==> config.mk <==
export PLATFORM = sky130hd
export DESIGN_NAME = fetch_stage
export DESIGN_NICKNAME = d
export VERILOG_FILES = /design/src/rtl/fetch_stage.sv
export SDC_FILE = /design/constraint.sdc
export NUM_CORES = 1
export LEC_CHECK = 0
export BUFFER_PORTS_ARGS = -buffer_cell sky130_fd_sc_hd__buf_4
export CAP_MARGIN = 20
export CORE_MARGIN = 8
export CORE_UTILIZATION = 40
export CTS_CLUSTER_SIZE = 12
export DETAILED_ROUTE_END_ITERATION = 12
export GPL_ROUTABILITY_DRIVEN = 0
export PLACE_DENSITY = 0.68
export SKIP_LAST_GASP = 1
export SLEW_MARGIN = 20
export SYNTH_ARGS = -nofsm -noshare
export SYNTH_HDL_FRONTEND = slang
export SYNTH_SLANG_ARGS = --single-unit
==> constraint.sdc <==
create_clock -name clk -period 1.9 [get_ports clk]
set_input_delay 0.285 -clock clk [delete_from_list [all_inputs] [get_ports clk]]
set_output_delay 0.285 -clock clk [all_outputs]
set_load 0.02 [all_outputs]
==> src/rtl/fetch_stage.sv <==
// fetch_stage: pipeline stage 1. Owns the PC, drives the instruction-memory
// address and registers the fetched instruction into the IF/ID register.
// Sequences boot, load-use stall, branch flush and halt.
// Optional macro FETCH_STALL_CNT_EN adds a saturating stall/flush cycle
// counter on output stall_cnt.
module fetch_stage #(
    parameter int unsigned        PC_W        = 8,
    parameter int unsigned        INSTR_W     = 16,
    parameter logic [PC_W-1:0]    RESET_PC    = 8'h00,
    parameter logic [INSTR_W-1:0] NOP_INSTR   = 16'h0000,
    parameter logic [3:0]         HALT_OPCODE = 4'hF
) (
    input  logic               clk,
    input  logic               rst,
    input  logic               hazard,
    input  logic [PC_W-1:0]    new_pc,
    input  logic               branch_taken,
    input  logic [PC_W-1:0]    branch_target,
    output logic [PC_W-1:0]    imem_addr,
    input  logic [INSTR_W-1:0] imem_data,
    output logic [INSTR_W-1:0] if_id_instr,
    output logic [PC_W-1:0]    if_id_pc,
    output logic               if_id_valid,
`ifdef FETCH_STALL_CNT_EN
    output logic [15:0]        stall_cnt,
`endif
    output logic               halted
);

    localparam int unsigned CNT_W = 16;

    typedef enum logic [1:0] {
        S_BOOT  = 2'd0,
        S_RUN   = 2'd1,
        S_STALL = 2'd2,
        S_HALT  = 2'd3
    } state_t;

    state_t             state_q;
    logic [PC_W-1:0]    pc_q;
    logic [INSTR_W-1:0] instr_q;
    logic [PC_W-1:0]    ifid_pc_q;
    logic               valid_q;
    logic               halted_q;
    logic               halt_fetch;

    // Opcode field of the word currently being fetched matches the halt opcode
    assign halt_fetch = (imem_data[INSTR_W-1 -: 4] == HALT_OPCODE);

    // PC, IF/ID register and sequencing state; branch beats hazard beats fetch
    always_ff @(posedge clk) begin
        if (rst) begin
            state_q   <= S_BOOT;
            pc_q      <= RESET_PC;
            instr_q   <= NOP_INSTR;
            ifid_pc_q <= '0;
            valid_q   <= 1'b0;
            halted_q  <= 1'b0;
        end else begin
            case (state_q)
                S_BOOT: begin
                    instr_q  <= NOP_INSTR;
                    valid_q  <= 1'b0;
                    halted_q <= 1'b0;
                    state_q  <= S_RUN;
                end
                S_RUN, S_STALL: begin
                    if (branch_taken) begin
                        pc_q    <= branch_target;
                        instr_q <= NOP_INSTR;
                        valid_q <= 1'b0;
                        state_q <= S_RUN;
                    end else if (hazard && valid_q) begin
                        // Hold IF/ID; refetch from the hazard unit's PC
                        pc_q    <= new_pc;
                        state_q <= S_STALL;
                    end else begin
                        instr_q   <= imem_data;
                        ifid_pc_q <= pc_q;
                        valid_q   <= 1'b1;
                        if (halt_fetch) begin
                            state_q  <= S_HALT;
                            halted_q <= 1'b1;
                        end else begin
                            pc_q    <= pc_q + PC_W'(1);
                            state_q <= S_RUN;
                        end
                    end
                end
                S_HALT: begin
                    instr_q <= NOP_INSTR;
                    valid_q <= 1'b0;
                    if (branch_taken) begin
                        // Halt was fetched on a wrong path
                        pc_q     <= branch_target;
                        state_q  <= S_RUN;
                        halted_q <= 1'b0;
                    end
                end
                default: begin
                    state_q <= S_BOOT;
                end
            endcase
        end
    end

`ifdef FETCH_STALL_CNT_EN
    logic [CNT_W-1:0] cnt_q;
    logic             cnt_inc;

    // A cycle counts if spent in stall or if a branch flushes IF/ID
    assign cnt_inc = (state_q == S_STALL) || (branch_taken && (state_q != S_BOOT));

    // Saturating stall/flush counter
    always_ff @(posedge clk) begin
        if (rst) begin
            cnt_q <= '0;
        end else if (cnt_inc && (cnt_q != {CNT_W{1'b1}})) begin
            cnt_q <= cnt_q + CNT_W'(1);
        end
    end

    assign stall_cnt = cnt_q;
`endif

    assign imem_addr   = pc_q;
    assign if_id_instr = instr_q;
    assign if_id_pc    = ifid_pc_q;
    assign if_id_valid = valid_q;
    assign halted      = halted_q;

endmodule

# Word-level counts from Yosys, hierarchy flattened

Index checks and enable logic that the tools add are counted.

Output and inout port bits: 34
Logic and storage cells: 48
Bits of input ports: 36
Flip-flop bits (word level): 36

Bitwise logic cells: 2
Reduce and logical (&&, ||, !) cells: 8
Equal/unequal tests: 10
Mux-type cells: 21
$add $sub $neg: 1

Operators with widths:

| cell                                           | count |
|---|---|
| two-way mux 16 bit                             | 2 |
| two-way mux 8 bit                              | 4 |
| case mux 16 bit (2 select lines)               | 1 |
| case mux 8 bit (2 select lines)                | 1 |
| adder 8 x 1 -> 8 bit (second input constant)   | 1 |
| two-way mux 2 bit                              | 4 |
| inequality test 2 bit (second input constant)  | 4 |
| two-way mux 1 bit                              | 6 |
| case mux 2 bit (3 select lines)                | 1 |
| AND reduction 3 bit                            | 2 |
| == test 2 bit (second input constant)          | 2 |
| == test 4 bit (second input constant)          | 1 |
| inequality test 4 bit (second input constant)  | 1 |
| AND reduction 4 bit                            | 1 |
| OR reduction 2 bit                             | 2 |
| inequality test 3 bit (second input constant)  | 1 |
| case mux 1 bit (3 select lines)                | 1 |
| == test 2 x 1 -> 1 bit (second input constant) | 1 |
| zero test 2 bit                                | 1 |
| NOT 1 bit                                      | 2 |
| case mux 1 bit (2 select lines)                | 1 |
| nonzero test 2 bit                             | 1 |
| logical AND 1 bit                              | 1 |

# Logic depth before layout (Yosys ltp)

Gate-level depths: netlist of run 1.

Depth after elaboration: 5
Depth in mapped cells: 7
Gate-level depth less buffers: 6

# Worst setup path after synthesis of run 1

Ideal clock, no wire load.

Path type: flip-flop to flip-flop
Start point: reg state_q[0]
End point: reg pc_q[1] (netlist: imem_addr[1])
Cell stages (with the launch flop): 7
Clock period less this slack: 1.677 ns
Buffers on the path: 0
Setup slack: 0.223 ns
Setup time: 0.070 ns
Arrival time: 1.607 ns
Required time: 1.830 ns
Path through: dfxtp_1 > inv_1 > ha_1 > nor2b_1 > a311o_1 > a311o_1 > a21oi_1

Cells in the longest elaborated chain, start to end: 4
Elaborated cells between the ends (all ways): 9
Those cells by class: eq/ne: 5; mux: 1; reduce/logical: 3

Ends and longest elaborated chain:

| element                                                                      | RTL line | source |
|---|---|---|
| start: declaration                                                           | 39       | `state_t state_q;` |
| start signal: assignment                                                     | 53       | `state_q <= S_BOOT;` |
| start signal: assignment                                                     | 65       | `state_q <= S_RUN;` |
| start signal: assignment                                                     | 72       | `state_q <= S_RUN;` |
| == test 2 x 1 -> 1 bit / == test 2 bit (equally long branches)               | 60       | `case (state_q)` |
| OR reduction 2 bit                                                           | 60       |  |
| inequality test 4 bit (no line) / nonzero test 2 bit (equally long branches) | --       |  |
| AND reduction 3 bit (no line)                                                | --       |  |
| end signal: assignment                                                       | 69       | `pc_q <= branch_target;` |
| end signal: assignment                                                       | 75       | `pc_q <= new_pc;` |
| end signal: assignment                                                       | 85       | `pc_q <= pc_q + PC_W'(1);` |
| end: declaration                                                             | 40       | `logic [PC_W-1:0] pc_q;` |

Parallel ways exist; a longest one is shown, timed or not.
A chain may end at the register's enable or synchronous reset.

# Final worst setup path of run 1

Start point: reg state_q[1]
End point: reg pc_q[1] (netlist: imem_addr[1])

Same word-level chain as after synthesis.

==> key figures, run 1 <==
Floorplan
  – Core area: about 0.0037 mm^2
  – Initial core utilization: 42.3%
  – Die height: 78.7 um
  – Boundary Pins: 70
  – Die Width: 78.7 um
  – Full die area: around 0.0062 mm^2
  – Site Rows: 22

Routing
  – Post-DR vias/cell: 5.19
  – Starting DRT DRC Count: 91
  – TritonRoute pass-1 iters: 4
  – Wire per inst: 15.3 um
  – Final WL: 4.73 mm
  – Vias: around 1600
  – Antenna Nets Post-Route: 0
  – DRC Markers: 0

Synthesis
  – Area leader, netlist: dfxtp_1
  – Post-synth top area share: 45.8%
  – Library cells used by synthesis: 32
  – Avg Cell Area, Syn: 8.46 um^2
  – Synth top area cells: dfxtp_1 (46%), a22oi_1 (7.6%), nor2_1 (6.0%)
  – Ys Warns: 0
  – Post-synth top cells: dfxtp_1 (36), nor2_1 (25), nand2_1 (23), a22oi_1 (16), a21oi_1 (15)
  – Number of synthesized flops with an enable pin: 0
  – Synthesized area: 0.00157 mm^2
  – Syn nets: 225
  – Most common cell in the netlist: dfxtp_1
  – Ys flop type: dfxtp_1
  – Seq/Total Area, Yosys: 45.8%
  – Asr flop ratio synth: 0%
  – Mapped Cells: 186
  – Yosys reg bits: 36

Timing
  – Fmax: 541 MHz
  – Final hold slack: about 240 ps
  – Slew @ Worst Pin: 705 ps
  – Count of final max-slew check failures: 0
  – Final setup fails: 0
  – Setup_tns: 0 ps
  – RSZ-0062 raised after global routing: false
  – Worst clock skew: 4.14 ps
  – Final Hold Vio Count: 0
  – Max-slew headroom: 53.0%
  – Tcrit/Tclk final: 97.3%
  – Final Critical Period: 1850 ps

Power
  – Pleak: 0.000953 uW
  – Power Internal: 1180 uW
  – Clock share of power: 31.3%
  – Comb pwr share: between 15 and 20%
  – Cell area power density: 701 mW/mm^2
  – Flop pwr share: 50.5%
  – Sw power: 434 uW
  – Switching Share: 26.9%
  – Max rail drop VDD: 620 uV

Finish
  – Fillers: 360
  – Nets: about 300
  – Layout cell share with drive strength beyond 1: between 30% and 40%
  – Area Overhead vs Synth: 46.6%
  – Layout Utilization: ~62%
  – Ant diodes: 0

Hold path
  – Hold Crit Class: in -> reg

Setup path
  – Worst-path fanout max: 7
  – CP Launch Type: register
  – Crit path DAT: between 2000 and 2500 ps
  – Setup CP Type: reg -> reg
  – Worst setup EP type: register
  – WP data required: between 2000 and 2500 ps

Global route
  – Largest net degree at the start of global routing: 38
  – Vias in the first global route: 1618
  – GRT Residual Overflow: 0
  – Initial antenna violation count: 0
  – Tot GR Track Use: about 15%
  – First-pass GRT wire length: 7.49 mm

Clock tree
  – Worst skew pair latency: around 290 ps
  – Sink Count: 36
  – Root Driver: clkbuf_8
  – CTS tree: done
  – Clk slew on worst S/H paths: 70 ps
  – Max Root-Sink Buffers: 2
  – Post-CTS Hold Buffers: 0
  – H-tree level count: 2
  – CTS buffer count: 5

Placement
  – PortBufs: 69
  – Detailed Place HPWL: 3.48 mm

Outcome
  – Status: finished, final reports clean

Job
  – Max Cap Viol: 0
## flip-flops by register name, summed over array words and instances (netlist names)
register,flops
halted,1
state_q,2
if_id_instr,16
imem_addr,8
if_id_pc,8
if_id_valid,1
## logic make-up after synthesis
group | Yosys count | share of synthesized area, %
AND/OR/NAND/NOR | 68 | 19.4
AO/OA/AOI/OAI | 58 | 26.2
flip-flops | 36 | 45.8
buffers and inverters | 18 | 4.53
XOR/XNOR | 3 | 1.67
adder cells (fa/ha/maj) | 3 | 2.39
## what timing repair did
item,4_1_cts,5_1_grt
cloned,0,0
buffers inserted,0,2
resized for setup,2,8
endpoints found under the setup margin,18,3
pin swaps,1,3
## cells in the final DEF (no fill, tap or decap), drive strengths merged
cell	netlist	final
nand2b	2	2
a311o	2	2
o211ai	4	4
dfxtp	36	36
nor2	26	26
and2	1	1
a222oi	1	1
nand4	2	2
a211oi	4	4
o21a	2	2
nor2b	2	2
nor4b	2	2
a311oi	1	1
a211o	2	2
and4	1	1
a21oi	15	15
or2	2	2
o21ai	6	6
clkinv	0	1
nand2	24	24
o32ai	1	1
a22oi	16	16
inv	8	8
clkbuf	7	6
nor3	2	2
a221oi	4	4
ha	3	3
buf	3	79
xnor2	3	3
nand3	4	4
## per-stage QoR
step	area (um^2)	cells	worst slack, ps	power, uW
detailed placement	2180	301	-79.7	1120
global route	2310	310	0.812	1690
finish	2310	310	51.9	1620
floorplan	1570	186	223	970
CTS	2260	308	40.3	1620
global placement	2180	301	-32.6	1120
## worst max-delay path, cell delays in order (launching register included)
cell and delay (ps):
dfxtp_2 320, inv_1 90, ha_4 210, buf_4 140
nor2b_4 130, a311o_2 440, a311o_1 340, a21oi_1 140
## final timing paths
| check | startpoint | end | slack (ps) | cells past startpoint |
|---|---|---|---|---|
| setup reg to reg | state_q[1] | imem_addr[1] | 50 | 7 |
| hold reg to reg | if_id_pc[6] | if_id_pc[6] | 460 | 2 |
| hold / removal | imem_data[7] | if_id_instr[7] | 240 | 3 |
| setup / recovery | state_q[1] | imem_addr[1] | 50 | 7 |
## power groups by stage
stage               registers, uW  logic (uW)  clock network, uW
finish                        816         295                506
detailed placement            832         286                  0
CTS                           816         287                514
global placement              833         284                  0
global route                  820         319                554
floorplan                     859         112                  0
## layout make-up
type / instances / area, um^2 / share of cell area (%)
Timing Repair Buffer: 79 / 606 / 26.3
Inverter: 8 / 30.0 / 1.30
Clock inverter: 1 / 5.00 / 0.217
Multi-Input combinational cell: 132 / 810 / 35.1
Sequential cell: 36 / 723 / 31.4
Tap cell: 48 / 60.1 / 2.60
Clock buffer: 6 / 72.6 / 3.15
## layer usage
layer  part of all wire [%]  routed length, um  GRT usage [%]  up-vias
met2                     43               2050           22.2       65
met5                      0                  0              0        -
met3                     12                547           7.88        5
met4                    1.1                 53           4.44        0
li1                       -                  -              -      816
met1                     44               2080           17.8      724
Note: power is estimated with default switching activity, not from simulation.
==> run 2, diff against run 1 <==
--- a/config.mk
+++ b/config.mk
@@ -14,7 +14,6 @@
 export GPL_ROUTABILITY_DRIVEN = 0
 export PLACE_DENSITY = 0.68
 export SKIP_LAST_GASP = 1
-export SLEW_MARGIN = 20
 export SYNTH_ARGS = -nofsm -noshare
 export SYNTH_HDL_FRONTEND = slang
 export SYNTH_SLANG_ARGS = --single-unit
==> constraint.sdc (replaced) <==
create_clock -name clk -period 2 [get_ports clk]
set_input_delay 0.3 -clock clk [delete_from_list [all_inputs] [get_ports clk]]
set_output_delay 0.3 -clock clk [all_outputs]
set_load 0.02 [all_outputs]
==> run 2 against run 1 <==
Against the previous run:
- first-iteration DRC count shrank 29%
- flip-flop and latch count is the same
- critical path depth is the same
- worst hold slack lost 4.3 ps
- critical path type unchanged
==> key figures, run 2 (synthesis results as in run 1) <==
Floorplan
  – Initial core utilization: 42.3%
  – Die height: 78.7 um
  – Core area: 0.00372 mm^2
  – Die Width: about 79 um
  – Full die area: 0.00619 mm^2
  – Boundary Pins: 70
  – Site Rows: 22

Clock tree
  – CTS buffer count: 5
  – H-tree level count: 2
  – Max Root-Sink Buffers: 2
  – # Post-CTS Setup Buffers: 0
  – Clk slew on worst S/H paths: about 70 ps
  – Worst skew pair latency: 290 ps
  – CTS tree: done
  – Sink Count: 36
  – Root Driver: clkbuf_8
  – Post-CTS Hold Buffers: 0

Routing
  – Vias: 1596
  – Post-DR vias/cell: about 5.2
  – Wire per inst: around 15 um
  – DRC Markers: 0
  – Starting DRT DRC Count: 65
  – Antenna Nets Post-Route: 0
  – Final WL: around 4.5 mm
  – TritonRoute pass-1 iters: 4

Global route
  – Tot GR Track Use: 14.4%
  – Initial antenna violation count: 0
  – GRT Residual Overflow: 0
  – Met1 usage: 16.4%
  – First-pass GRT wire length: 7.27 mm
  – Vias in the first global route: about 1600
  – GR Util met2: 21.6%
  – Most used routing layer: met2
  – Met3 Use GR: under 10%
  – Largest net degree at the start of global routing: 38

Setup path
  – Worst Path Buf+Inv: 2
  – Worst-path fanout max: 8
  – Reg-to-Reg Start: state_q[1]
  – CP top delay family: compound AO/OA/AOI/OAI gates
  – Critical Path Start: state_q[1]
  – CP max stage cell: a311o_2
  – Max incr delay on CP: about 400 ps
  – CP Launch Type: register
  – WP data required: 2220 ps
  – Cells along the critical path: inv_1, ha_1, buf_4, nor2b_1, a311o_2, a311o_1, a21oi_1
  – Crit path DAT: 2080 ps
  – Setup CP Type: reg -> reg
  – Worst setup EP type: register

Hold path
  – Hold Crit Class: in -> reg
  – Min-delay src: branch_taken

Power
  – Clock share of power: roughly a third
  – Cell area power density: between 600 and 700 mW/mm^2
  – Pleak: just over 0.0009 uW
  – Flop pwr share: 49.2%
  – Max rail drop VDD: roughly 600 uV
  – Sw power: 420 uW
  – Comb pwr share: around 17%
  – Switching Share: 26.6%
  – Total power: between 1500 and 2000 uW
  – Power Internal: between 1000 and 1500 uW

Placement
  – PortBufs: 69
  – Detailed Place HPWL: 3.40 mm
  – Placed instance count: 299

Finish
  – Max reg flops: 16
  – Area Overhead vs Synth: 44.0%
  – Ant diodes: 0
  – Commonest non-fill, non-tap cell in the layout: buf_4
  – Layout cell share with drive strength beyond 1: 34.7%
  – Layout Cells excl Fill: roughly 300
  – Commonest cells after routing, fill and taps aside: buf_4 (74), dfxtp_1 (36), nor2_1 (24), nand2_1 (23), a22oi_1 (16)
  – Nets: 297

Timing
  – Worst clock skew: roughly 6.2 ps
  – Count of final max-slew check failures: 0
  – Max-slew headroom: a little under three fifths
  – Slew @ Worst Pin: around 660 ps
  – Final setup fails: 0
  – Final Critical Period: 1870 ps
  – Fmax: 536 MHz
  – Final Hold Vio Count: 0
  – Setup_tns: 0 ps
  – Tcrit/Tclk final: slightly above 90%
  – Final hold slack: 241 ps
  – RSZ-0062 raised after global routing: false

Job
  – Max Cap Viol: 0

Outcome
  – Status: finished, final reports clean
-- run 2: repair_timing --
item / CTS / global route
pin swaps: 0 / 1
setup endpoints to repair: 1 / 3
endpoints found under the hold margin: 0 / 0
gates resized for setup: 1 / 1
-- run 2: metrics by stage --
stage | setup slack (ps) | util (%) | cell area, um^2
after global routing | 10.9 | 60.9 | 2260
final | 133 | 60.9 | 2260
after global placement | 44.0 | 58.3 | 2170
after CTS | 74.4 | 60.9 | 2260
after floorplan | 323 | - | 1570
after detailed placement | 17.8 | 58.3 | 2170
-- run 2: final cells by class --
cell class	instances	area, um^2
Timing Repair Buffer	75	576
Clock inverter	1	7.51
Multi-Input combinational cell	132	785
Tap cell	48	60.1
Fill cell	347	1450
Inverter	8	30.0
Sequential cell	36	721
Clock buffer	7	86.3
-- run 2: power by group through the flow --
| stage | Sequential (uW) | Combinational [uW] | Clock, uW |
|---|---|---|---|
| floorplan | 816 | 106 | 0 |
| global placement | 792 | 266 | 0 |
| detailed placement | 792 | 268 | 0 |
| CTS | 776 | 269 | 553 |
| global route | 781 | 290 | 584 |
| finish | 776 | 266 | 536 |
-- run 2: layer usage --
| layer | routed length, um | up-vias |
|---|---|---|
| li1 | - | 809 |
| met1 | 1980 | 719 |
| met2 | 1950 | 60 |
| met3 | 546 | 8 |
| met4 | 71 | 0 |
| met5 | 0 | - |
-- run 2: final timing paths --
kind,depth (start not counted),slack [ps],to
setup / recovery,7,130,imem_addr[1]
hold / removal,2,240,state_q[1]
setup reg to reg,7,130,imem_addr[1]
hold reg to reg,2,460,if_id_pc[0]
